$ cat src/rtl/pwm_dac_pkg.sv
// Shared defaults and helpers for the PWM DAC stage of the SAR ADC.
package pwm_dac_pkg;

    localparam int unsigned DefWidth         = 8;
    localparam int unsigned DefPrescale      = 1;
    localparam int unsigned DefSettlePeriods = 16;

    // Counter must be able to hold the value SettlePeriods itself.
    function automatic int unsigned settle_cnt_width(input int unsigned periods);
        return $clog2(periods + 1);
    endfunction

endpackage

$ cat src/rtl/pwm_dac_if.sv
// Code request handshake between the SAR controller (master) and the PWM DAC (slave).
interface pwm_dac_if import pwm_dac_pkg::*; #(
    parameter int unsigned Width = DefWidth
);
    logic [Width-1:0] code;
    logic             valid;
    logic             ready;

    modport master (output code, output valid, input ready);
    modport slave  (input code, input valid, output ready);
endinterface

$ cat src/rtl/pwm_tick_gen.sv
// PWM tick prescaler: one tick every Prescale clocks while enabled.
module pwm_tick_gen import pwm_dac_pkg::*; #(
    parameter int unsigned Prescale = DefPrescale
) (
    input  logic clk_i,
    input  logic reset_i,
    input  logic enable_i,
    output logic tick_o
);
    localparam int unsigned          CntW   = (Prescale > 1) ? $clog2(Prescale) : 1;
    localparam logic [CntW-1:0]      CntMax = CntW'(Prescale - 1);

    logic [CntW-1:0] cnt_q, cnt_d;

    always_comb begin
        tick_o = enable_i && (cnt_q == CntMax);
        cnt_d  = cnt_q;
        if (!enable_i || tick_o) begin
            cnt_d = '0;
        end else begin
            cnt_d = cnt_q + 1'b1;
        end
    end

    always_ff @(posedge clk_i) begin
        if (reset_i) begin
            cnt_q <= '0;
        end else begin
            cnt_q <= cnt_d;
        end
    end
endmodule

$ cat src/rtl/pwm_dac.sv
// PWM DAC: double-buffered duty code applied at period boundaries, with RC settle tracking.
module pwm_dac import pwm_dac_pkg::*; #(
    parameter int unsigned Width         = DefWidth,
    parameter int unsigned Prescale      = DefPrescale,
    parameter int unsigned SettlePeriods = DefSettlePeriods
) (
    input  logic             clk_i,
    input  logic             reset_i,
    input  logic             enable_i,
    pwm_dac_if.slave         code_if,
    output logic             pwm_out_o,
    output logic             period_start_o,
    output logic             settled_o,
    output logic [Width-1:0] active_code_o
);
    localparam int unsigned        SettleW   = settle_cnt_width(SettlePeriods);
    localparam logic [SettleW-1:0] SettleMax = SettleW'(SettlePeriods);

    logic               tick;
    logic               boundary, handshake, transfer;
    logic [Width-1:0]   phase_q, phase_d;
    logic [Width-1:0]   pend_code_q, pend_code_d;
    logic               pend_full_q, pend_full_d;
    logic [Width-1:0]   active_q, active_d;
    logic [SettleW-1:0] settle_q, settle_d;
    logic               pwm_q, pwm_d;
    logic               pstart_q, pstart_d;

    pwm_tick_gen #(
        .Prescale (Prescale)
    ) u_tick_gen (
        .clk_i    (clk_i),
        .reset_i  (reset_i),
        .enable_i (enable_i),
        .tick_o   (tick)
    );

    always_comb begin
        boundary    = tick && (phase_q == '1);
        handshake   = code_if.valid && !pend_full_q;
        transfer    = boundary && pend_full_q;

        phase_d     = phase_q;
        pend_code_d = pend_code_q;
        pend_full_d = pend_full_q;
        active_d    = active_q;
        settle_d    = settle_q;
        pwm_d       = enable_i && (phase_q < active_q);
        pstart_d    = boundary;

        if (!enable_i) begin
            phase_d  = '0;
            settle_d = '0;
        end else begin
            if (tick) phase_d = phase_q + 1'b1;
            if (transfer) begin
                settle_d = '0;
            end else if (boundary && settle_q != SettleMax) begin
                settle_d = settle_q + 1'b1;
            end
        end

        // Handshake only happens with pending empty, so it never collides with a transfer.
        if (transfer) begin
            active_d    = pend_code_q;
            pend_full_d = 1'b0;
        end
        if (handshake) begin
            pend_code_d = code_if.code;
            pend_full_d = 1'b1;
        end
    end

    always_ff @(posedge clk_i) begin
        if (reset_i) begin
            phase_q     <= '0;
            pend_code_q <= '0;
            pend_full_q <= 1'b0;
            active_q    <= '0;
            settle_q    <= '0;
            pwm_q       <= 1'b0;
            pstart_q    <= 1'b0;
        end else begin
            phase_q     <= phase_d;
            pend_code_q <= pend_code_d;
            pend_full_q <= pend_full_d;
            active_q    <= active_d;
            settle_q    <= settle_d;
            pwm_q       <= pwm_d;
            pstart_q    <= pstart_d;
        end
    end

    assign code_if.ready  = !pend_full_q;
    assign pwm_out_o      = pwm_q;
    assign period_start_o = pstart_q;
    assign settled_o      = (settle_q == SettleMax);
    assign active_code_o  = active_q;
endmodule

$ cat src/flat_wrapper.sv
// flat-port wrapper written by rule: the top's interface ports become plain ports
module pwm_dac_flat import pwm_dac_pkg::*;
#(
    parameter int unsigned Width         = DefWidth,
    parameter int unsigned Prescale      = DefPrescale,
    parameter int unsigned SettlePeriods = DefSettlePeriods
)
  (clk_i, reset_i, enable_i, pwm_out_o, period_start_o, settled_o, active_code_o, code_if_code, code_if_valid, code_if_ready);
  pwm_dac_if #(.Width(Width)) code_if_i ();
  input  logic clk_i;
  input  logic reset_i;
  input  logic enable_i;
  output logic pwm_out_o;
  output logic period_start_o;
  output logic settled_o;
  output logic [Width-1:0] active_code_o;
  input wire logic [$bits(code_if_i.code)-1:0] code_if_code;
  input wire logic [$bits(code_if_i.valid)-1:0] code_if_valid;
  output wire logic [$bits(code_if_i.ready)-1:0] code_if_ready;
  assign code_if_i.code = code_if_code;
  assign code_if_i.valid = code_if_valid;
  assign code_if_ready = code_if_i.ready;
  pwm_dac #(.Width(Width), .Prescale(Prescale), .SettlePeriods(SettlePeriods)) u_core (.clk_i(clk_i), .reset_i(reset_i), .enable_i(enable_i), .code_if(code_if_i), .pwm_out_o(pwm_out_o), .period_start_o(period_start_o), .settled_o(settled_o), .active_code_o(active_code_o));
endmodule
$ cat config.mk
export PLATFORM = sky130hd
export DESIGN_NAME = pwm_dac_flat
export DESIGN_NICKNAME = d
export VERILOG_FILES = /design/src/rtl/pwm_dac_pkg.sv /design/src/rtl/pwm_dac_if.sv /design/src/rtl/pwm_tick_gen.sv /design/src/rtl/pwm_dac.sv /design/src/flat_wrapper.sv
export SDC_FILE = /design/constraint.sdc
export NUM_CORES = 1
export LEC_CHECK = 0
export BUFFER_PORTS_ARGS = -buffer_cell sky130_fd_sc_hd__buf_4
export CORE_MARGIN = 4
export CORE_UTILIZATION = 45
export CTS_CLUSTER_SIZE = 25
export DETAILED_ROUTE_END_ITERATION = 8
export HOLD_SLACK_MARGIN = 0.06
export PLACE_DENSITY = 0.63
export SLEW_MARGIN = 20
export SYNTH_ARGS = -nofsm -noshare
export SYNTH_HDL_FRONTEND = slang
export SYNTH_SLANG_ARGS = --single-unit
$ cat constraint.sdc
create_clock -name clk_i -period 2.7 [get_ports clk_i]
set_clock_uncertainty 0.2 [all_clocks]
set_input_delay 0.135 -clock clk_i [delete_from_list [all_inputs] [get_ports clk_i]]
set_output_delay 0.135 -clock clk_i [all_outputs]
set_load 0.01 [all_outputs]
==> results of run 1 <==
final cells by class:
class	instances	area, µm²	area share (%)
Sequential cell	33	660.6	33.65
Timing Repair Buffer	44	380.4	19.38
Clock buffer	7	55.05	2.804
Tap cell	44	55.05	2.804
Multi-Input combinational cell	109	767.0	39.07
Inverter	12	45.04	2.294
placed cells by master (no fill, tap or decap), types with 3 or more instances in the layout:
master                          synthesis  final
sky130_fd_sc_hd__a21oi_1                5      5
sky130_fd_sc_hd__buf_4                  0     24
sky130_fd_sc_hd__clkbuf_4               0      5
sky130_fd_sc_hd__dfxtp_1               33     33
sky130_fd_sc_hd__dlygate4sd3_1          0     20
sky130_fd_sc_hd__ha_1                  10     10
sky130_fd_sc_hd__inv_1                 12     12
sky130_fd_sc_hd__mux2i_1               17     17
sky130_fd_sc_hd__nand2_1                3      3
sky130_fd_sc_hd__nand3_1                6      6
sky130_fd_sc_hd__nand4_1                4      4
sky130_fd_sc_hd__nor2_1                28     28
sky130_fd_sc_hd__nor2b_1                3      3
sky130_fd_sc_hd__o21ai_0                4      4
sky130_fd_sc_hd__xnor2_1                5      5
sky130_fd_sc_hd__xor2_1                 3      3
worst max-delay path: stages (launching register included):
cell and delay (ns):
sky130_fd_sc_hd__dfxtp_1 0.40, sky130_fd_sc_hd__ha_1 0.31, sky130_fd_sc_hd__nand4_1 0.57, sky130_fd_sc_hd__o21ai_0 0.25
sky130_fd_sc_hd__nor2_1 0.05, sky130_fd_sc_hd__dlygate4sd3_1 0.55
per-stage QoR:
| step | utilization, % | power, mW |
|---|---|---|
| floorplan | - | 0.5444 |
| global placement | 54.60 | 0.5647 |
| detailed placement | 54.60 | 0.5679 |
| CTS | 62.76 | 0.8704 |
| global route | 62.76 | 0.8992 |
| finish | 62.76 | 0.8646 |
cell families after synthesis:
logic type	share of synthesized area (%)
xor gates and xnor gates	4.679
other	0.2504
buffers and inverters	4.678
DFF	44.11
AOI/OAI and AO/OA	5.179
adders and majority gates	8.354
and+or+nand+nor	21.39
muxes	11.36
layer usage:
layer	vias up	global-route usage [%]
met4	0	8.808
met2	17	30.29
li1	632	-
met5	-	0
met3	8	4.103
met1	601	17.68
how the worst max path moves through the flow:
stage / startpoint / end
floorplan: u_core.settle_q[0]$_SDFFE_PP0P_ / u_core.settle_q[2]$_SDFFE_PP0P_
global placement: u_core.phase_q[3]$_SDFFE_PP0P_ / u_core.settle_q[0]$_SDFFE_PP0P_
detailed placement: u_core.phase_q[2]$_SDFFE_PP0P_ / u_core.settle_q[0]$_SDFFE_PP0P_
CTS: u_core.phase_q[2]$_SDFFE_PP0P_ / u_core.pend_full_q$_SDFFE_PP0P_
global route: u_core.phase_q[2]$_SDFFE_PP0P_ / u_core.pend_full_q$_SDFFE_PP0P_
finish: u_core.phase_q[0]$_SDFFE_PP0P_ / u_core.pend_full_q$_SDFFE_PP0P_
flip-flops by register name, summed over array words and instances, names as in the netlist:
register / count
u_core.settle_q: 5
u_core.pwm_out_o: 1
u_core.pend_code_q: 8
u_core.pend_full_q: 1
u_core.active_code_o: 8
u_core.u_tick_gen.cnt_q: 1
u_core.period_start_o: 1
u_core.phase_q: 8
power by group:
group / switching (mW) / internal, mW
registers: 0.00887 / 0.497
clock network: 0.162 / 0.123
logic: 0.0285 / 0.0463
==> results by stage, run 1 <==
Clock network:
- Once the clock tree was built, the setup fixing pass inserted 0 buffers.
- CTS placed an instance of sky130_fd_sc_hd__clkbuf_4 at the clock tree root.
- Clock latency on the worst-skew pair, taken at its later pin, is between 0.3 and 0.4 ns.
- The number of gates resized after cts is 0.
- The number of buffers inserted during clock tree synthesis is 5.
- The longest clock path from root to sink contains 2 buffers.
- The clock drives 33 sinks.
- Clock-pin slew was measured on the worst setup and hold paths at 0.09 ns.
- The CTS tree is built.
- The number of hold buffers added after cts is 20.
- The deepest level of the CTS H-tree is 2.

Place:
- In this run the cell area measured after placement is between 1500 and 2000 µm².
- The final HPWL from detailed placement is between 2000 and 2500 µm.
- Before CTS, the worst setup slack after placement is between 0.6 and 0.7 ns.
- During placement, the flow inserted port buffers numbering 23.
- At the end of routability-driven placement, the weighted congestion stood at 0.7972.
- The total instance count after detailed placement is 222.

Floorplanning:
- The site row count is 20.
- The effective utilization at floorplan is roughly 48%.
- The area enclosed by the die boundary is 4315 µm².
- The overall die width is 65.69 µm.
- Measured along the y axis, the die boundary spans ~66 µm.
- The core footprint is between 3000 and 4000 µm².
- 24 I/O pins were placed.

Critical path:
- STA classifies the critical path startpoint as a flop.
- The endpoint identified for the worst register-to-register timing path is u_core.pend_full_q$_SDFFE_PP0P_.
- The required arrival time at the worst endpoint is 2.73 ns.
- The number of cells on the worst reg-to-reg path is 5.
- The setup path with the least slack is of type reg -> reg.
- The critical path data arrival time is 2.47 ns.
- Of all nets on the critical path, the largest fanout is 10.
- The worst register-to-register path begins at u_core.phase_q[0]$_SDFFE_PP0P_.
- The slack of the worst reg-to-reg path is roughly 0.26 ns.
- STA classifies the critical path endpoint as a flop.

Power and ir drop:
- The power per cell area is about 440 nW/µm².
- The peak supply drop is ~270 µV.
- Summed over all cells, the static leakage comes to 0.8774 nW.

Synthesis:
- The post-synth net total is between 150 and 200.
- The gate count of the mapped netlist is 160.
- For this run, the register share of the synthesized area comes to about 44%.
- The most frequently used cell type in the post-synthesis netlist is sky130_fd_sc_hd__dfxtp_1.
- The proportion of synthesized flip-flops having asynchronous set or reset is 0%.
- The number of flops mapped to enable cells by yosys is 0.
- The synthesized netlist occupies a cell area of 1498 µm².
- After synthesis, the most frequently instantiated cells are sky130_fd_sc_hd__dfxtp_1, sky130_fd_sc_hd__nor2_1, sky130_fd_sc_hd__mux2i_1.
- By area the synthesized netlist is led by sky130_fd_sc_hd__dfxtp_1, sky130_fd_sc_hd__mux2i_1, sky130_fd_sc_hd__ha_1.
- The average instance area after synthesis is between 9 and 10 µm².
- The synthesized netlist contains 31 unique library cells.
- Of the post-synthesis cell area, the dominant cell type holds 44.11%.
- The Yosys step of the flow raised 0 warnings.
- In this run, synthesis produced a sequential element count of 33.
- The library cell occupying the most area in the post-synthesis netlist is sky130_fd_sc_hd__dfxtp_1.
- The predominant post-synthesis flop cell is sky130_fd_sc_hd__dfxtp_1.

Detailed routing:
- The top layer reached by signal wires is met4.
- Summing over every cut layer, the via total after detailed routing is between 1000 and 1500.
- After detailed routing, the wire length on met1 is approximately 1300 µm.
- The routed design uses approximately 1600 µm of met2 wire.
- The number of nets with antenna violations after detailed routing is 0.
- The average wire per cell in the routed design is approximately 13 µm.
- For this run, design rule violations remaining after detail routing come to 0.
- The routed length on met3 is between 100 and 150 µm.
- Summed over all layers, the routed wires come to slightly above 3000 µm.
- For this block, the initial DRC count from the detailed router was 87.
- The detailed-route vias per instance is 5.052.
- The number of optimization iterations in the first detailed-route pass is 4.

Worst hold path:
- The source of the worst hold timing path is u_core.pend_code_q[3]$_SDFFE_PP0P_.
- The worst hold path passes through 2 cells.
- The worst hold path class is reg -> reg.
- The worst-case hold path end point is u_core.active_code_o[3]$_SDFFE_PP0P_.

Timing:
- Adding up every negative setup slack in the final design gives 0 ns.
- The relative slew slack is between 50% and 60%.
- The final count of hold timing violations is 0.
- Timing would allow up to 409.3 MHz.
- The worst-case setup margin in the final layout is between 0.2 and 0.3 ns.
- The worst hold-check slack is 0.3028 ns.
- The share of the cycle needed by the critical path after routing is between 90% and 100%.
- The smallest clock period supported by the final layout is computed as between 2 and 2.5 ns.
- The max-slew violation count is 0.
- Setup repair after global routing left no endpoint under its margin.
- For the pin with the worst max-slew slack, the measured transition is 0.6548 ns.
- The number of endpoints failing setup at the final stage is 0.

Global routing:
- Entering global routing, the biggest net connects 21 pins.
- The first global-routing pass estimated 5506 µm of wire.
- The number of global-route vias before repair is about 1300.
- Global routing used about 17% of the available tracks.
- The initial antenna violation count came to 0.
- The sum of overflow across all layers after global routing is 0.

Finish:
- From synthesis to final layout, the design area changed by 31.08%.
- The filler cell count is about 280.
- The fraction of layout instances using a drive strength above 1 is between 15 and 20%.
- Once layout is complete, the cells apart from fillers number 249.
- At the end of the flow, the number of nets in the layout was around 230.
- The repair_antennas step left the layout with diodes totalling 0.
- The design area is between 1500 and 2000 µm².

Flow run:
- The tool flagged a number of max-cap violations equal to 0.

Status:
- The run finished with clean final reports.
Power figures use the tool's default switching activity.
==> run 2, diff against run 1 <==
GPL_TIMING_DRIVEN = 0   (was unset)
clock period = 2.27 ns   (was 2.7 ns; I/O delays follow)
==> results by stage, run 2 (same netlist as run 1, synthesis figures left out) <==
Status:
- The run finished with clean final reports.

Global routing:
- The first global-routing pass estimated about 5600 µm of wire.
- In the global route stage, overall resource usage came out at 17.14%.
- The number of global-route vias before repair was approximately 1300.
- After global routing the overflow that remains totals 0.
- The initial antenna violation count is 0.
- The pin count of the biggest net entering global routing is 11.

Finish:
- The most common cell after layout, fill and taps aside is sky130_fd_sc_hd__dfxtp_1.
- The fraction of layout instances using a drive strength above 1 is 17.73%.
- The utilization of the core after routing is 61.72%.
- In the layout the commonest cells are sky130_fd_sc_hd__dfxtp_1, sky130_fd_sc_hd__nor2_1, sky130_fd_sc_hd__buf_4.
- 0 antenna diodes ended up in the layout.
- The filler cell count is about 290.
- Relative to the synthesized area, the layout overhead comes to 28.91%.
- At the end of the flow, the number of nets in the layout was roughly 220.

Floorplanning:
- The overall die width is 65.69 µm.
- In this run the count of I/O pins placed on the die edge is 24.
- The site row count is 20.
- The area enclosed by the die boundary is 4315 µm².
- In this run the vertical extent of the chip is between 60 and 70 µm.
- The effective utilization at floorplan is 47.88%.
- After floorplanning, the core was sized to cover 3128 µm².

Detailed routing:
- The detailed-route vias per instance is 5.036.
- The average wire per cell in the routed design is between 10 and 15 µm.
- The number of optimization iterations in the first detailed-route pass is 4.
- The aggregate routed wire length is 3118 µm.
- The residual DRC count is 0.
- The number of nets with antenna violations after detailed routing is 0.
- In this run, the number of DRC markers left after iteration 0 of detailed routing was 34.
- The number of vias in the routed layout is 1244.

Timing:
- The number of endpoints failing setup at the final stage is 0.
- The max-slew violation count is 0.
- The peak clock frequency supported by timing is 481.4 MHz.
- The final count of hold timing violations is 0.
- Summed over all failing endpoints, the final setup total negative slack is 0 ns.
- After layout, the minimum clock period comes to slightly above 2 ns.
- The share of the cycle needed by the critical path after routing is roughly nine tenths.
- Setup repair after global routing left no endpoint under its margin.

Clock network:
- The number of hold buffers added after CTS was 12.
- The master cell of the clock root buffer is sky130_fd_sc_hd__clkbuf_4.
- The clock network latency to the later pin of the worst-skew pair is ~0.34 ns.
- Counting the buffers created by CTS gives 5.
- The CTS tree is built.
- After clock tree synthesis, the clock-pin slew on the worst setup and hold paths is around 0.10 ns.
- CTS built an H-tree with a depth of 2.
- The number of sinks handled by clock tree synthesis is 33.
- The largest buffer count on any clock path is 2.
- The number of gates resized after cts is 0.
- The number of buffers inserted by post-CTS setup repair is 0.

Critical path:
- Data arrives at the worst endpoint at ~2.2 ns.
- The required arrival time at the worst endpoint is 2.34 ns.
- The worst setup path is captured at a flop.
- Across all register-to-register paths, the minimum setup slack is about 0.37 ns.
- The worst reg2reg path depth is 6.
- The critical path class is in -> reg.
- The largest fanout on the critical path is 3.
- The worst register-to-register path begins at u_core.settle_q[0]$_SDFFE_PP0P_.
- In this run the critical register-to-register path is captured at u_core.settle_q[2]$_SDFFE_PP0P_.
- The worst setup path is launched from an input port.

Worst hold path:
- The cell depth of the worst hold path is 2.
- The worst hold path belongs to the class reg -> reg.
- The worst-case hold path end point is u_core.pend_code_q[0]$_SDFFE_PP0P_.
- In this run the most critical hold path is launched from u_core.pend_code_q[0]$_SDFFE_PP0P_.

Power and ir drop:
- The worst-case IR drop observed on VDD is 360.7 µV.
- Internal power comes to 0.8991 mW.
- The clock network fraction of total power is between 40 and 50%.
- In this run the static leakage power is 0.8455 nW.
- Net switching is 21.49% of the power.
- The power per cell area is roughly 590 nW/µm².
- Combinational logic is responsible for 7.0% of the overall power.
- Per report_power, the sequential group accounts for around 52% of the total.
- The net switching power is roughly 0.25 mW.

Place:
- The final HPWL from detailed placement is ~2300 µm.
- The final weighted congestion of routability-driven global placement is 0.7931.
- In this run the tool buffered the top-level ports with 23 buffer cells.

Flow run:
- Max-cap violations in this run came to 0.
[run 2: cell types whose count changed in the layout (fill, tap and decap cells not counted)]
cell and change:
sky130_fd_sc_hd__dlygate4sd3_1 -8, sky130_fd_sc_hd__buf_2 +2, sky130_fd_sc_hd__bufinv_16 +1, sky130_fd_sc_hd__clkbuf_1 +4, sky130_fd_sc_hd__buf_4 -1
[run 2: how the worst max path moves through the flow]
stage,startpoint,to,depth (start not counted)
floorplan,u_core.settle_q[0]$_SDFFE_PP0P_,u_core.settle_q[2]$_SDFFE_PP0P_,6
global placement,u_core.settle_q[0]$_SDFFE_PP0P_,u_core.settle_q[2]$_SDFFE_PP0P_,6
detailed placement,u_core.settle_q[0]$_SDFFE_PP0P_,u_core.settle_q[2]$_SDFFE_PP0P_,6
CTS,reset_i,u_core.settle_q[3]$_SDFFE_PP0P_,6
global route,reset_i,u_core.settle_q[4]$_SDFFE_PP0P_,6
finish,reset_i,u_core.settle_q[4]$_SDFFE_PP0P_,6
[run 2: final cells by class]
type | instances | area [µm²] | area share [%]
inverter | 12 | 45.04 | 2.333
buffer | 6 | 25.02 | 1.296
clock inverter | 1 | 30.03 | 1.555
clock buffer | 7 | 55.05 | 2.852
timing repair buffer | 35 | 292.8 | 15.17
sequential | 33 | 660.6 | 34.22
multi-input combinational | 109 | 767.0 | 39.73
tap | 44 | 55.05 | 2.852
[run 2: worst max-delay path, cell delays in order]
cell                            delay, ns
sky130_fd_sc_hd__dlygate4sd3_1       0.54
sky130_fd_sc_hd__buf_4               0.14
sky130_fd_sc_hd__nand2b_1            0.14
sky130_fd_sc_hd__dlygate4sd3_1       0.59
sky130_fd_sc_hd__or4_1               0.46
sky130_fd_sc_hd__o211ai_1            0.16
[run 2: per-stage QoR]
| stage | power, mW | setup slack, ns | instance area (µm²) | hold WS (ns) | cells |
|---|---|---|---|---|---|
| finish | 1.145 | 0.1929 | 1931 | 0.3058 | 247 |
| global route | 1.197 | 0.1040 | 1931 | 0.3475 | 247 |
| CTS | 1.159 | 0.1955 | 1931 | 0.3135 | 247 |
| detailed placement | 0.6762 | 0.3883 | 1725 | 0.1576 | 227 |
| global placement | 0.6730 | 0.4246 | 1725 | 0.1463 | 227 |
| floorplan | 0.6476 | 0.5343 | 1498 | 0.06063 | 160 |
[run 2: power by group through the flow]
| stage | combinational [mW] | clock (mW) | sequential (mW) |
|---|---|---|---|
| after floorplan | 0.0381 | 0 | 0.609 |
| after global placement | 0.0624 | 0 | 0.611 |
| after detailed placement | 0.0647 | 0 | 0.612 |
| after CTS | 0.0810 | 0.479 | 0.598 |
| after global routing | 0.0905 | 0.506 | 0.600 |
| final | 0.0804 | 0.467 | 0.598 |
[run 2: metal layers]
| layer | track usage, % | share of wire, % | wire (µm) | vias to the layer above |
|---|---|---|---|---|
| met5 | 0 | 0 | 0 | - |
| met4 | 7.772 | 2.1 | 65 | 0 |
| met3 | 5.983 | 4.1 | 127 | 10 |
| met2 | 30.91 | 52 | 1626 | 17 |
| met1 | 17.52 | 42 | 1300 | 586 |
| li1 | - | - | - | 631 |
